$ cat src/rtl/multi_cycle_adder.sv
// Sequential WIDTH-bit adder/subtractor: DIGIT bits per clock through a ripple of
// half/full-adder cells, with a registered carry between digits and START/BUSY/DONE handshake.

module mca_half_adder (
  input  logic a,
  input  logic b,
  output logic s,
  output logic c
);
  assign s = a ^ b;
  assign c = a & b;
endmodule

module mca_full_adder (
  input  logic a,
  input  logic b,
  input  logic ci,
  output logic s,
  output logic co
);
  logic s0, c0, c1;

  mca_half_adder u_ha0 (.a(a),  .b(b),  .s(s0), .c(c0));
  mca_half_adder u_ha1 (.a(s0), .b(ci), .s(s),  .c(c1));

  assign co = c0 | c1;
endmodule

// One digit of ripple carry; c[i] is the carry into bit i, c[DIGIT] the digit carry-out.
module mca_ripple_digit #(
  parameter int DIGIT = 4
) (
  input  logic [DIGIT-1:0] a,
  input  logic [DIGIT-1:0] b,
  input  logic             ci,
  output logic [DIGIT-1:0] s,
  output logic [DIGIT:0]   c
);
  assign c[0] = ci;

  for (genvar i = 0; i < DIGIT; i++) begin : g_bit
    mca_full_adder u_fa (
      .a  (a[i]),
      .b  (b[i]),
      .ci (c[i]),
      .s  (s[i]),
      .co (c[i+1])
    );
  end
endmodule

module multi_cycle_adder #(
  parameter int WIDTH = 32,
  parameter int DIGIT = 4
) (
  input  logic             CLK,
  input  logic             RST,
  input  logic             START,
  input  logic             MODE,
  input  logic [WIDTH-1:0] A,
  input  logic [WIDTH-1:0] B,
  output logic [WIDTH-1:0] Y,
  output logic             CO,
  output logic             V,
  output logic             ZERO,
  output logic             BUSY,
  output logic             DONE
);
  localparam int NDIG = WIDTH / DIGIT;
  localparam int CW   = (NDIG > 1) ? $clog2(NDIG) : 1;

  if (DIGIT < 1 || WIDTH % DIGIT != 0) begin : g_bad_digit
    $error("multi_cycle_adder: WIDTH must be a multiple of DIGIT");
  end

  typedef enum logic [1:0] {S_IDLE, S_RUN, S_DONE} state_t;

  state_t           state;
  logic [WIDTH-1:0] opa, opb, acc, acc_nxt;
  logic             carry;
  logic [CW-1:0]    dig;
  logic [DIGIT-1:0] a_dig, b_dig, s_dig;
  logic [DIGIT:0]   c_dig;
  logic             last;

  assign a_dig = opa[int'(dig)*DIGIT +: DIGIT];
  assign b_dig = opb[int'(dig)*DIGIT +: DIGIT];
  assign last  = (int'(dig) == NDIG - 1);

  mca_ripple_digit #(.DIGIT(DIGIT)) u_digit (
    .a  (a_dig),
    .b  (b_dig),
    .ci (carry),
    .s  (s_dig),
    .c  (c_dig)
  );

  // Accumulator with the current digit merged in; on the last digit this is the full result.
  always_comb begin
    acc_nxt = acc;
    acc_nxt[int'(dig)*DIGIT +: DIGIT] = s_dig;
  end

  always_ff @(posedge CLK) begin
    if (!RST) begin
      state <= S_IDLE;
      opa   <= '0;
      opb   <= '0;
      acc   <= '0;
      carry <= 1'b0;
      dig   <= '0;
      Y     <= '0;
      CO    <= 1'b0;
      V     <= 1'b0;
      ZERO  <= 1'b0;
      BUSY  <= 1'b0;
      DONE  <= 1'b0;
    end else begin
      case (state)
        S_IDLE, S_DONE: begin
          DONE <= 1'b0;
          if (START) begin
            // Subtract as A + ~B + 1: invert B here, seed the carry with MODE.
            opa   <= A;
            opb   <= B ^ {WIDTH{MODE}};
            carry <= MODE;
            dig   <= '0;
            BUSY  <= 1'b1;
            state <= S_RUN;
          end else begin
            state <= S_IDLE;
          end
        end
        S_RUN: begin
          acc   <= acc_nxt;
          carry <= c_dig[DIGIT];
          dig   <= dig + CW'(1);
          if (last) begin
            Y     <= acc_nxt;
            CO    <= c_dig[DIGIT];
            V     <= c_dig[DIGIT] ^ c_dig[DIGIT-1];
            ZERO  <= (acc_nxt == '0);
            BUSY  <= 1'b0;
            DONE  <= 1'b1;
            state <= S_DONE;
          end
        end
        default: state <= S_IDLE;
      endcase
    end
  end
endmodule

$ cat config.mk
export PLATFORM = sky130hd
export DESIGN_NAME = multi_cycle_adder
export DESIGN_NICKNAME = d
export VERILOG_FILES = /design/src/rtl/multi_cycle_adder.sv
export SDC_FILE = /design/constraint.sdc
export NUM_CORES = 1
export LEC_CHECK = 0
export CORE_ASPECT_RATIO = 0.6
export CORE_MARGIN = 3
export CORE_UTILIZATION = 54
export DETAILED_ROUTE_END_ITERATION = 10
export PLACE_DENSITY = 0.89
export SETUP_SLACK_MARGIN = 0.02
export SYNTH_ARGS = -nofsm -noshare
export SYNTH_HDL_FRONTEND = slang
export SYNTH_SLANG_ARGS = --single-unit
$ cat constraint.sdc
create_clock -name CLK -period 5.2 [get_ports CLK]
set_clock_uncertainty 0.1 [all_clocks]
set_input_delay 1.04 -clock CLK [delete_from_list [all_inputs] [get_ports CLK]]
set_output_delay 1.04 -clock CLK [all_outputs]
set_load 0.03 [all_outputs]
# After elaboration in Yosys (flattened, before gate mapping)
# Index checks and enable logic that the tools add are counted.
dict set report classes {
  bitwise_logic 22
  n_mux 13
  add_sub_neg 2
  eq_ne 5
  n_lt_le_gt_ge 0
  shift 4
  n_mul 0
  reduce_logical 9
  div 0
}
# operator n
set ops {}
lappend ops {{32-bit by 6-bit variable part select with 4-bit output} 2}
lappend ops {{5-bit negation with 33-bit output} 1}
lappend ops {{4-bit by 33-bit variable shift with 32-bit output (first input constant)} 1}
lappend ops {{4-bit by 33-bit variable part select with 32-bit output} 1}
lappend ops {{32-bit bitwise mux} 1}
lappend ops {{32-bit logical NOT} 1}
lappend ops {{32-bit bitwise XOR} 1}
lappend ops {{1-bit bitwise XOR} 9}
lappend ops {{1-bit AND} 8}
lappend ops {{2-bit AND reduction} 4}
lappend ops {{1-bit case mux with 2 select lines} 3}
lappend ops {{3-bit case mux with 2 select lines} 1}
lappend ops {{1-bit 2-to-1 mux} 5}
lappend ops {{2-bit != test (second input constant)} 2}
lappend ops {{1-bit bitwise OR} 4}
lappend ops {{2-bit case mux with 2 select lines} 1}
lappend ops {{3-bit by 1-bit adder with 3-bit output (second input constant)} 1}
lappend ops {{3-bit by 1-bit equality test with 1-bit output (second input constant)} 1}
lappend ops {{3-bit 2-to-1 mux} 1}
lappend ops {{3-bit AND reduction} 1}
lappend ops {{2-bit by 1-bit equality test with 1-bit output (second input constant)} 1}
lappend ops {{2-bit equality test (second input constant)} 1}
lappend ops {{2-bit logical NOT} 1}
lappend ops {{2-bit 2-to-1 mux} 1}
lappend ops {{2 further kinds} 2}
dict set report word_totals {
  ram_bits 0
  out_inout_bits 37
  romBits 0
  memories 0
  latchBits 0
  register_bits 139
}

# Longest topological paths before layout
# Gate-level depths: netlist of the first run.
dict set report depth {
  ltp_word 12
  depth_mapped 16
  depth_no_buf 14
}

# Hierarchy
# From an unflattened synthesis of the first run, not the netlist that was laid out.
dict set report hier_totals {
  hier_cells 732
  hier_area_um2 6497.5
}
# mod n_inst seq_area_each_um2 cells_per_inst area_each_um2
set by_module_without_submodules {}
lappend by_module_without_submodules {multi_cycle_adder 1 2782.7 719 6364.9}
lappend by_module_without_submodules {mca_half_adder 8 0.0 1 12.5}
lappend by_module_without_submodules {mca_full_adder 4 0.0 1 6.3}
lappend by_module_without_submodules {mca_ripple_digit 1 0.0 1 7.5}

# Worst setup path before layout of the first run
# OpenSTA, ideal clock, no wires.
dict set report synth_path {
  path_kind {register to register}
  from {reg dig[0]}
  to {reg acc[19]}
  period_less_slack_ps 3567
  path_stages_with_launch 16
  n_path_buf 3
  slack_ps 1633
  arrival_ps 3350
  cell_sequence {dfxtp_1 > buf_2 > buf_2 > mux4_2 > nand2_1 > nand2_1 > fa_1 > inv_1 > fa_1 > fa_1 > fa_1 > clkbuf_1 > nor2_1 > mux2i_1 > nand2_1 > o211a_1}
}
dict set report synth_via {
  elab_chain_cells 11
}
# item line
set synth_lines {}
lappend synth_lines {{start: declaration} 81} ;# logic [CW-1:0] dig;
lappend synth_lines {{start signal: assignment} 137} ;# dig <= dig + CW'(1);
lappend synth_lines {{32-bit by 6-bit variable part select with 4-bit output, on equally long branches} {86, 87}}
lappend synth_lines {{1-bit bitwise XOR} 10} ;# assign s = a ^ b;
lappend synth_lines {{1-bit AND} 11} ;# assign c = a & b;
lappend synth_lines {{1-bit bitwise OR} 26} ;# assign co = c0 | c1;
lappend synth_lines {{1-bit AND} 11}
lappend synth_lines {{1-bit bitwise OR} 26}
lappend synth_lines {{1-bit AND} 11}
lappend synth_lines {{1-bit bitwise OR} 26}
lappend synth_lines {{1-bit bitwise XOR} 10}
lappend synth_lines {{4-bit by 33-bit variable part select with 32-bit output} 101} ;# acc_nxt[int'(dig)*DIGIT +: DIGIT] = s_dig;
lappend synth_lines {{32-bit bitwise mux (*)} 101}
lappend synth_lines {{end signal: assignment} 135} ;# acc <= acc_nxt;
lappend synth_lines {{end: declaration} 79} ;# logic [WIDTH-1:0] opa, opb, acc, acc_nxt;
# Mark *: on every way between the ends. The rest lies on a longest branch, timed or not.
# A chain may end at the register's enable or synchronous reset.

# Worst setup path in the final report of the first run
dict set report layout_path {
  from {reg dig[0]}
  to {reg ZERO}
}
dict set report layout_via {
  elab_chain_cells 12
}
# item line
set layout_lines {}
lappend layout_lines {{32-bit by 6-bit variable part select with 4-bit output, on equally long branches} {86, 87}}
lappend layout_lines {{1-bit bitwise XOR} 10}
lappend layout_lines {{1-bit AND} 11}
lappend layout_lines {{1-bit bitwise OR} 26}
lappend layout_lines {{1-bit AND} 11}
lappend layout_lines {{1-bit bitwise OR} 26}
lappend layout_lines {{1-bit AND} 11}
lappend layout_lines {{1-bit bitwise OR} 26}
lappend layout_lines {{1-bit bitwise XOR} 10}
lappend layout_lines {{4-bit by 33-bit variable part select with 32-bit output} 101}
lappend layout_lines {{32-bit bitwise mux} 101}
lappend layout_lines {{32-bit logical NOT} 142} ;# ZERO <= (acc_nxt == '0);
lappend layout_lines {{end signal: assignment} 142}
lappend layout_lines {{end: declaration} 65} ;# output logic ZERO,
# Parallel ways exist; a longest one is shown, timed or not.

==> results of run 1 <==
==> worst max-delay path by stage <==
stage,start,endpoint
detailed placement,dig[0]$_SDFFE_PN0P_,ZERO$_SDFFE_PN0P_
finish,dig[0]$_SDFFE_PN0P_,ZERO$_SDFFE_PN0P_
global placement,dig[0]$_SDFFE_PN0P_,ZERO$_SDFFE_PN0P_
CTS,dig[0]$_SDFFE_PN0P_,ZERO$_SDFFE_PN0P_
global route,dig[0]$_SDFFE_PN0P_,ZERO$_SDFFE_PN0P_
floorplan,dig[0]$_SDFFE_PN0P_,acc[19]$_SDFFE_PN0P_
==> cells by family (layout without fill, tap and decap cells) <==
group / after synthesis / in the layout / share of synthesized area [%]
XOR/XNOR: 33 / 33 / 4.29
AO/OA/AOI/OAI: 154 / 154 / 19.0
AND/OR/NAND/NOR: 262 / 262 / 17.9
adder cells (fa/ha/maj): 8 / 8 / 1.93
multiplexers: 53 / 53 / 10.8
flip-flops: 139 / 139 / 41.3
buffers and inverters: 72 / 150 / 4.82
==> layout by cell type (no fill, tap or decap), drive strengths merged, types with 3 or more instances in the layout <==
cell type | netlist | layout
o211a | 65 | 65
o211ai | 5 | 5
clkdlybuf4s50 | 0 | 102
nand3 | 10 | 10
dfxtp | 139 | 139
mux2i | 37 | 37
nor2 | 20 | 20
a211oi | 3 | 3
nor3b | 3 | 3
and2 | 10 | 10
fa | 4 | 4
nor4 | 4 | 4
xnor2 | 33 | 33
ha | 4 | 4
a21boi | 47 | 47
buf | 32 | 10
nor3 | 6 | 6
a21oi | 13 | 13
clkinv | 0 | 4
mux4 | 16 | 16
nor2b | 23 | 23
clkbuf | 34 | 22
o21ai | 10 | 10
bufinv | 0 | 4
nand2b | 4 | 4
inv | 6 | 7
nand2 | 168 | 168
==> metrics by stage <==
stage | worst slack (ps) | total power, mW | instances | util [%] | hold WS, ps
detailed placement | 862 | 1.52 | 927 | 66.0 | 360
CTS | 825 | 2.80 | 959 | 71.3 | 367
floorplan | 1630 | 1.40 | 721 | - | 340
global route | 450 | 2.88 | 959 | 71.3 | 393
global placement | 1060 | 1.51 | 927 | 66.0 | 351
finish | 807 | 2.80 | 959 | 71.3 | 361
==> synthesized netlist by cell type, drive strengths merged, types with 3 or more instances <==
cell type / instances
nor4: 4
ha: 4
nor3: 6
and2: 10
dfxtp: 139
clkbuf: 34
nand2b: 4
a21oi: 13
o211ai: 5
nor2b: 23
mux4: 16
xnor2: 33
nand3: 10
a21boi: 47
nor2: 20
a211oi: 3
buf: 32
o21ai: 10
nand2: 168
fa: 4
mux2i: 37
nor3b: 3
o211a: 65
inv: 6
==> sequential cells by signal, summed over array words and instances, names as in the netlist <==
signal	cells
dig	3
ZERO	1
state	2
Y	32
opa	32
opb	32
DONE	1
carry	1
BUSY	1
V	1
acc	32
CO	1
==> worst max-delay path: stages, from the launching register on <==
cell and delay [ps]:
sky130_fd_sc_hd__dfxtp_1 870, sky130_fd_sc_hd__mux4_2 360, sky130_fd_sc_hd__nand2_1 60, sky130_fd_sc_hd__nand2_1 120, sky130_fd_sc_hd__fa_1 170, sky130_fd_sc_hd__inv_1 50
sky130_fd_sc_hd__fa_1 370, sky130_fd_sc_hd__fa_1 440, sky130_fd_sc_hd__fa_1 830, sky130_fd_sc_hd__inv_1 150, sky130_fd_sc_hd__o21ai_0 210, sky130_fd_sc_hd__a41oi_1 140
sky130_fd_sc_hd__a211oi_1 220, sky130_fd_sc_hd__nand4_1 120, sky130_fd_sc_hd__o21ai_1 120
==> layer usage <==
metal	vias up	GRT usage, %	wire length, um
li1	2640	-	-
met1	2641	36.4	8070
met2	274	35.7	7390
met3	24	6.26	1530
met4	0	7.61	187
met5	-	0	0
==> power by group through the flow <==
stage / logic [mW] / registers, mW / clock network (mW)
after floorplan: 0.248 / 1.15 / 0
after global placement: 0.340 / 1.17 / 0
after detailed placement: 0.350 / 1.17 / 0
after CTS: 0.355 / 1.15 / 1.30
after global routing: 0.393 / 1.15 / 1.33
final: 0.362 / 1.15 / 1.29
==> cell type report <==
cell class / count / area [um^2]
multi-input cells: 510 / 3650
fillers: 814 / 3370
flip-flops and latches: 139 / 2780
repair buffers: 112 / 1090
clock buffers: 22 / 464
well taps: 160 / 200
clock inverters: 10 / 164
inverters: 6 / 22.5
==> summary.md, run 1 <==
| Metric | Value |
|---|---|
| Status | `complete, no violations` |
| Resized Gates After CTS | `0` |
| Clock Tree Buf Depth | `2` |
| Finished Cell Area | `8380 um^2` |
| Worst slew margin relative to its limit | `~22%` |
| Synthesized netlist cell count | `721` |
| Biggest fanout along the worst timing path | `18` |
| Share of async-settable or async-resettable flops after synthesis | `0%` |
| Global-route usage over all layers | `between 20% and 30%` |
| Number of max-capacitance violations reported | `0` |
| Die height | `92.6 um` |
| Average wire per cell in the routed design | `between 15 and 20 um` |
| Actual transition at the worst max-transition pin | `1170 ps` |
| Net switching power figure | `0.685 mW` |
| First-pass GRT wire length | `27300 um` |
| Root buf cell | `sky130_fd_sc_hd__clkbuf_16` |
| Arrival @ worst endpoint | `between 4000 and 5000 ps` |
| Synth top area cells | `sky130_fd_sc_hd__dfxtp_1, sky130_fd_sc_hd__o211a_1, sky130_fd_sc_hd__nand2_1, sky130_fd_sc_hd__mux2i_1, sky130_fd_sc_hd__mux4_2` |
| Number of different library cells in the post-synthesis netlist | `53` |
| Clock buffer count from CTS | `17` |
| Count of cells along the worst register-to-register path | `14` |
| Flops & latches, synth | `~140` |
| Timing-limited maximum frequency | `228 MHz` |
| Peak supply drop | `252 uV` |
| Die outline width | `150 um` |
| Number of global-route vias before repair | `5340` |
| Max-slew violation total from the final report | `0` |
| Worst hold path type | `reg2reg` |
| Setup TNS | `0 ps` |
| Fraction of layout instances using a drive strength above 1 | `8.14%` |
| Clock insertion delay at the later pin of the skew report | `420 ps` |
| Final setup violation count | `0` |
| Clock share of power | `a little under half` |
| Cell Area, Placed | `roughly 7700 um^2` |
| CP Data Required Time | `between 5000 and 6000 ps` |
| Initial core utilization | `a little under three fifths` |
| 1st-pass router iterations | `6` |
| Time the final worst path needs with I/O delays and setup | `around 4400 ps` |
| Internal power | `2.11 mW` |
| Routability congestion estimate | `roughly 0.92` |
| Synthesized area divided by synthesized cell count | `~9.4 um^2` |
| Destination of the worst register-to-register timing path | `ZERO$_SDFFE_PN0P_` |
| Switch share | `about a quarter` |
| Die Area | `approximately 14000 um^2` |
| Count of clock tree sinks | `139` |
| Yosys warning total | `0` |
| Power Density | `between 300 and 400 nW/um^2` |
| Sequential-to-total area share from yosys stat | `41.3%` |
| Final WL | `approximately 17000 um` |
| Post-synthesis instance area | `roughly 6700 um^2` |
| Rows | `30` |
| Count of boundary I/O pins | `between 100 and 150` |
| Share of the clock period used by the worst path after layout | `84.5%` |
| Number of levels the H-tree was split into | `4` |
| Worst setup path class | `reg2reg` |
| Number of flops mapped to enable cells by yosys | `0` |
| Pin count of the biggest net entering global routing | `between 70 and 80` |
| Routed via count divided by cell count | `5.82` |
| Number of nets in the finished design | `between 800 and 900` |
| Input/output buffers | `104` |
| Ant. Diodes | `0` |
| Combinational group share of total power | `around an eighth` |
| Number of post-CTS setup repair buffers | `0` |
| Critical Path Sink Type | `flip-flop` |
| Leak Pwr | `about 3.7 nW` |
| Startpoint Class | `flip-flop` |
| 1st-iter DRT viols | `593` |
| Clock tree from TritonCTS | `built` |
| RSZ-0062 raised after global routing | `false` |
| Clock slew at the register clock pins of the worst setup and hold paths | `~60 ps` |
| Number of cells on the worst hold path | `2` |
| Largest area contributor in the synthesized netlist | `sky130_fd_sc_hd__dfxtp_1` |
| Worst min-delay path startpoint | `Y[14]$_SDFFE_PN0P_` |
| DR DRC count | `0` |
| Power share of the sequential group | `approximately two fifths` |
| Register-to-register path setup slack | `between 800 and 900 ps` |
| Total via count in the routed design | `about 5600` |
| Area growth from synthesis to layout | `24.2%` |
| Dominant register cell in the synthesized netlist | `sky130_fd_sc_hd__dfxtp_1` |
| Number of hold violations in the final report | `0` |
| Gr ovfl total | `0` |
| # hold bufs at CTS | `0` |
| Post-detailed-route count of antenna-violating nets | `0` |
| Core outline area | `between 10000 and 15000 um^2` |
| Worst flop-to-flop path startpoint | `dig[0]$_SDFFE_PN0P_` |
| Endpoint, Worst Hold | `Y[14]$_SDFFE_PN0P_` |
| Post-detailed-placement half-perimeter wirelength | `~12000 um` |
| Number of antenna violations at the first check in global routing | `0` |
| Share of the synthesized area in the top cell type | `41.3%` |
| Syn nets | `between 700 and 800` |
Power figures use the tool's default switching activity.
==> run 2: changes to the inputs <==
clock period = 4.15 ns   (was 5.2 ns; I/O delays follow)
==> run 2 against run 1 <==
Compared with the run above:
- via count about the same
- non-clock buffer count grew 6
- maximum frequency grew 16%
- combinational power increased by 30%
- first-iteration DRC count decreased by 17%
- sequential power increased by 24%
==> summary.md, run 2 (synthesized netlist as in run 1, its figures left out) <==
| Metric | Value |
|---|---|
| Number of hold violations in the final report | `0` |
| Number of nets in the finished design | `just under 900` |
| Gr ovfl total | `0` |
| Slowest cell on the critical path | `sky130_fd_sc_hd__fa_1` |
| Count of clock tree sinks | `139` |
| Clock Tree Buf Depth | `2` |
| Routability congestion estimate | `0.899` |
| Root buf cell | `sky130_fd_sc_hd__clkbuf_16` |
| Core outline area | `around 12000 um^2` |
| Final setup violation count | `0` |
| DR DRC count | `0` |
| Clock tree from TritonCTS | `built` |
| # hold bufs at CTS | `0` |
| First-pass GRT wire length | `around 28000 um` |
| Time the final worst path needs with I/O delays and setup | `between 3000 and 4000 ps` |
| Most frequent cells in the layout | `sky130_fd_sc_hd__nand2_1, sky130_fd_sc_hd__dfxtp_1, sky130_fd_sc_hd__clkdlybuf4s50_1` |
| Total via count in the routed design | `roughly 5600` |
| Peak supply drop | `approximately 360 uV` |
| PnR Total Power | `3.52 mW` |
| Count of boundary I/O pins | `between 100 and 150` |
| 1st-pass router iterations | `6` |
| Worst slew margin relative to its limit | `between 20% and 30%` |
| Destination of the worst register-to-register timing path | `ZERO$_SDFFE_PN0P_` |
| Register-to-register path setup slack | `370 ps` |
| Count of placed standard cells including taps | `about 930` |
| RSZ-0062 raised after global routing | `false` |
| Worst setup path class | `reg2reg` |
| Post-detailed-route count of antenna-violating nets | `0` |
| CP Data Required Time | `4390 ps` |
| Input/output buffers | `~100` |
| 1st-iter DRT viols | `between 400 and 500` |
| Initial core utilization | `about 57%` |
| Status | `complete, no violations` |
| Timing-limited maximum frequency | `between 200 and 300 MHz` |
| Worst hold path type | `reg2reg` |
| Crit path to | `ZERO$_SDFFE_PN0P_` |
| Number of global-route vias before repair | `around 5400` |
| Pin count of the biggest net entering global routing | `88` |
| Die height | `92.6 um` |
| Actual transition at the worst max-transition pin | `~1200 ps` |
| Number of max-capacitance violations reported | `0` |
| Startpoint Class | `flip-flop` |
| Arrival @ worst endpoint | `between 4000 and 5000 ps` |
| Number of post-CTS setup repair buffers | `0` |
| Worst setup margin | `374 ps` |
| Power Density | `between 400 and 500 nW/um^2` |
| Max-slew violation total from the final report | `0` |
| Post-detailed-placement half-perimeter wirelength | `around 12000 um` |
| Average wire per cell in the routed design | `~18 um` |
| Fin cells | `around 970` |
| Number of antenna violations at the first check in global routing | `0` |
| Worst flop-to-flop path startpoint | `dig[0]$_SDFFE_PN0P_` |
| Delay of the slowest cell on the worst path | `between 500 and 600 ps` |
| Placement Setup Slack | `332 ps` |
| Final WL | `between 15000 and 20000 um` |
| Area growth from synthesis to layout | `25.2%` |
| Start point of the critical path | `dig[0]$_SDFFE_PN0P_` |
| Clock insertion delay at the later pin of the skew report | `around 410 ps` |
| Buffering stage count on the worst path with inverters included | `3` |
| Setup TNS | `0 ps` |
| Die outline width | `between 150 and 200 um` |
| Fraction of layout instances using a drive strength above 1 | `9.19%` |
| Fill cell total of the finished layout | `between 800 and 900` |
| Share of the clock period used by the worst path after layout | `between 90% and 100%` |
| Die Area | `13900 um^2` |
| Resized Gates After CTS | `0` |
| Cell repeated most along the worst path | `sky130_fd_sc_hd__fa_1` |
| Clock slew at the register clock pins of the worst setup and hold paths | `60 ps` |
| Number of levels the H-tree was split into | `4` |
| Routed via count divided by cell count | `a little under 6` |
| Rows | `30` |
| Leak Pwr | `between 3 and 4 nW` |
| Count of cells along the worst register-to-register path | `14` |
| Most common cell after layout, fill and taps aside | `sky130_fd_sc_hd__nand2_1` |
| Crit. path cell count | `14` |
| Sequence of cells on the critical path | `buf_4 -> mux4_2 -> nand2_1 -> nand2_1 -> fa_1 -> inv_1 -> fa_1 -> fa_1 -> fa_1 -> buf_4 -> nor3_1 -> mux2i_1 -> o2111ai_1 -> o21ai_1` |
| Delay-heaviest family, CP | `adder cells` |
| Clock buffer count from CTS | `17` |
| Global-route usage over all layers | `between 20% and 30%` |
| Biggest fanout along the worst timing path | `13` |
| Ant. Diodes | `0` |
| Critical Path Sink Type | `flip-flop` |
## run 2: cell types whose count changed in the layout (fill, tap and decap cells not counted)
cell	previous run	this run
sky130_fd_sc_hd__dfxtp_2	0	1
sky130_fd_sc_hd__buf_4	9	14
sky130_fd_sc_hd__clkbuf_8	2	1
sky130_fd_sc_hd__inv_6	1	3
sky130_fd_sc_hd__dfxtp_1	139	138
sky130_fd_sc_hd__clkbuf_1	3	1
sky130_fd_sc_hd__clkinv_4	2	1
sky130_fd_sc_hd__clkinv_2	2	1
sky130_fd_sc_hd__clkinvlp_4	1	4
sky130_fd_sc_hd__buf_12	0	1
## run 2: routing by layer
metal	track usage [%]	up-vias	share of wire, %
met3	5.72	31	8.2
met1	37.0	2658	48
met5	0	-	0
met4	7.08	0	1.3
li1	-	2650	-
met2	36.3	244	42
## run 2: final cells by class
cell class / count / area, um^2 / share of cell area (%)
clock buffer: 19 / 443 / 5.25
clock inverter: 13 / 190 / 2.25
inverter: 6 / 22.5 / 0.267
multi-input combinational: 510 / 3650 / 43.2
sequential: 139 / 2780 / 33.0
tap: 160 / 200 / 2.37
timing repair buffer: 118 / 1150 / 13.6
## run 2: how the worst min path moves through the flow
stage | to | start | depth (start not counted) | slack (ps)
5_1_grt | opa[5]$_SDFFE_PN0P_ | opa[5]$_SDFFE_PN0P_ | 2 | 400
4_1_cts | opa[5]$_SDFFE_PN0P_ | opa[5]$_SDFFE_PN0P_ | 2 | 370
2_1_floorplan | opa[10]$_SDFFE_PN0P_ | opa[10]$_SDFFE_PN0P_ | 2 | 340
3_3_place_gp | Y[1]$_SDFFE_PN0P_ | Y[1]$_SDFFE_PN0P_ | 2 | 350
6_report | opa[0]$_SDFFE_PN0P_ | opa[0]$_SDFFE_PN0P_ | 2 | 370
3_5_place_dp | opa[5]$_SDFFE_PN0P_ | opa[5]$_SDFFE_PN0P_ | 2 | 360
## run 2: worst min-delay path, delay by kind of cell (launching register included)
kind	cells	cell delay (ps)
flops	1	310
compound gates	1	60
simple gates	1	50
## run 2: through the flow
step	cell area, um^2	hold slack (ps)	util, %
2_1_floorplan	6740	340	-
3_3_place_gp	7810	351	66.4
3_5_place_dp	7810	360	66.4
4_1_cts	8440	369	71.8
5_1_grt	8440	395	71.8
6_report	8440	369	71.8
## run 2: report_power, final
part	switching [mW]	internal [mW]	leakage, nW
logic	0.253	0.218	2.32
clock network	0.589	1.03	0.297
registers	0.0410	1.39	1.13
total	0.883	2.64	3.75
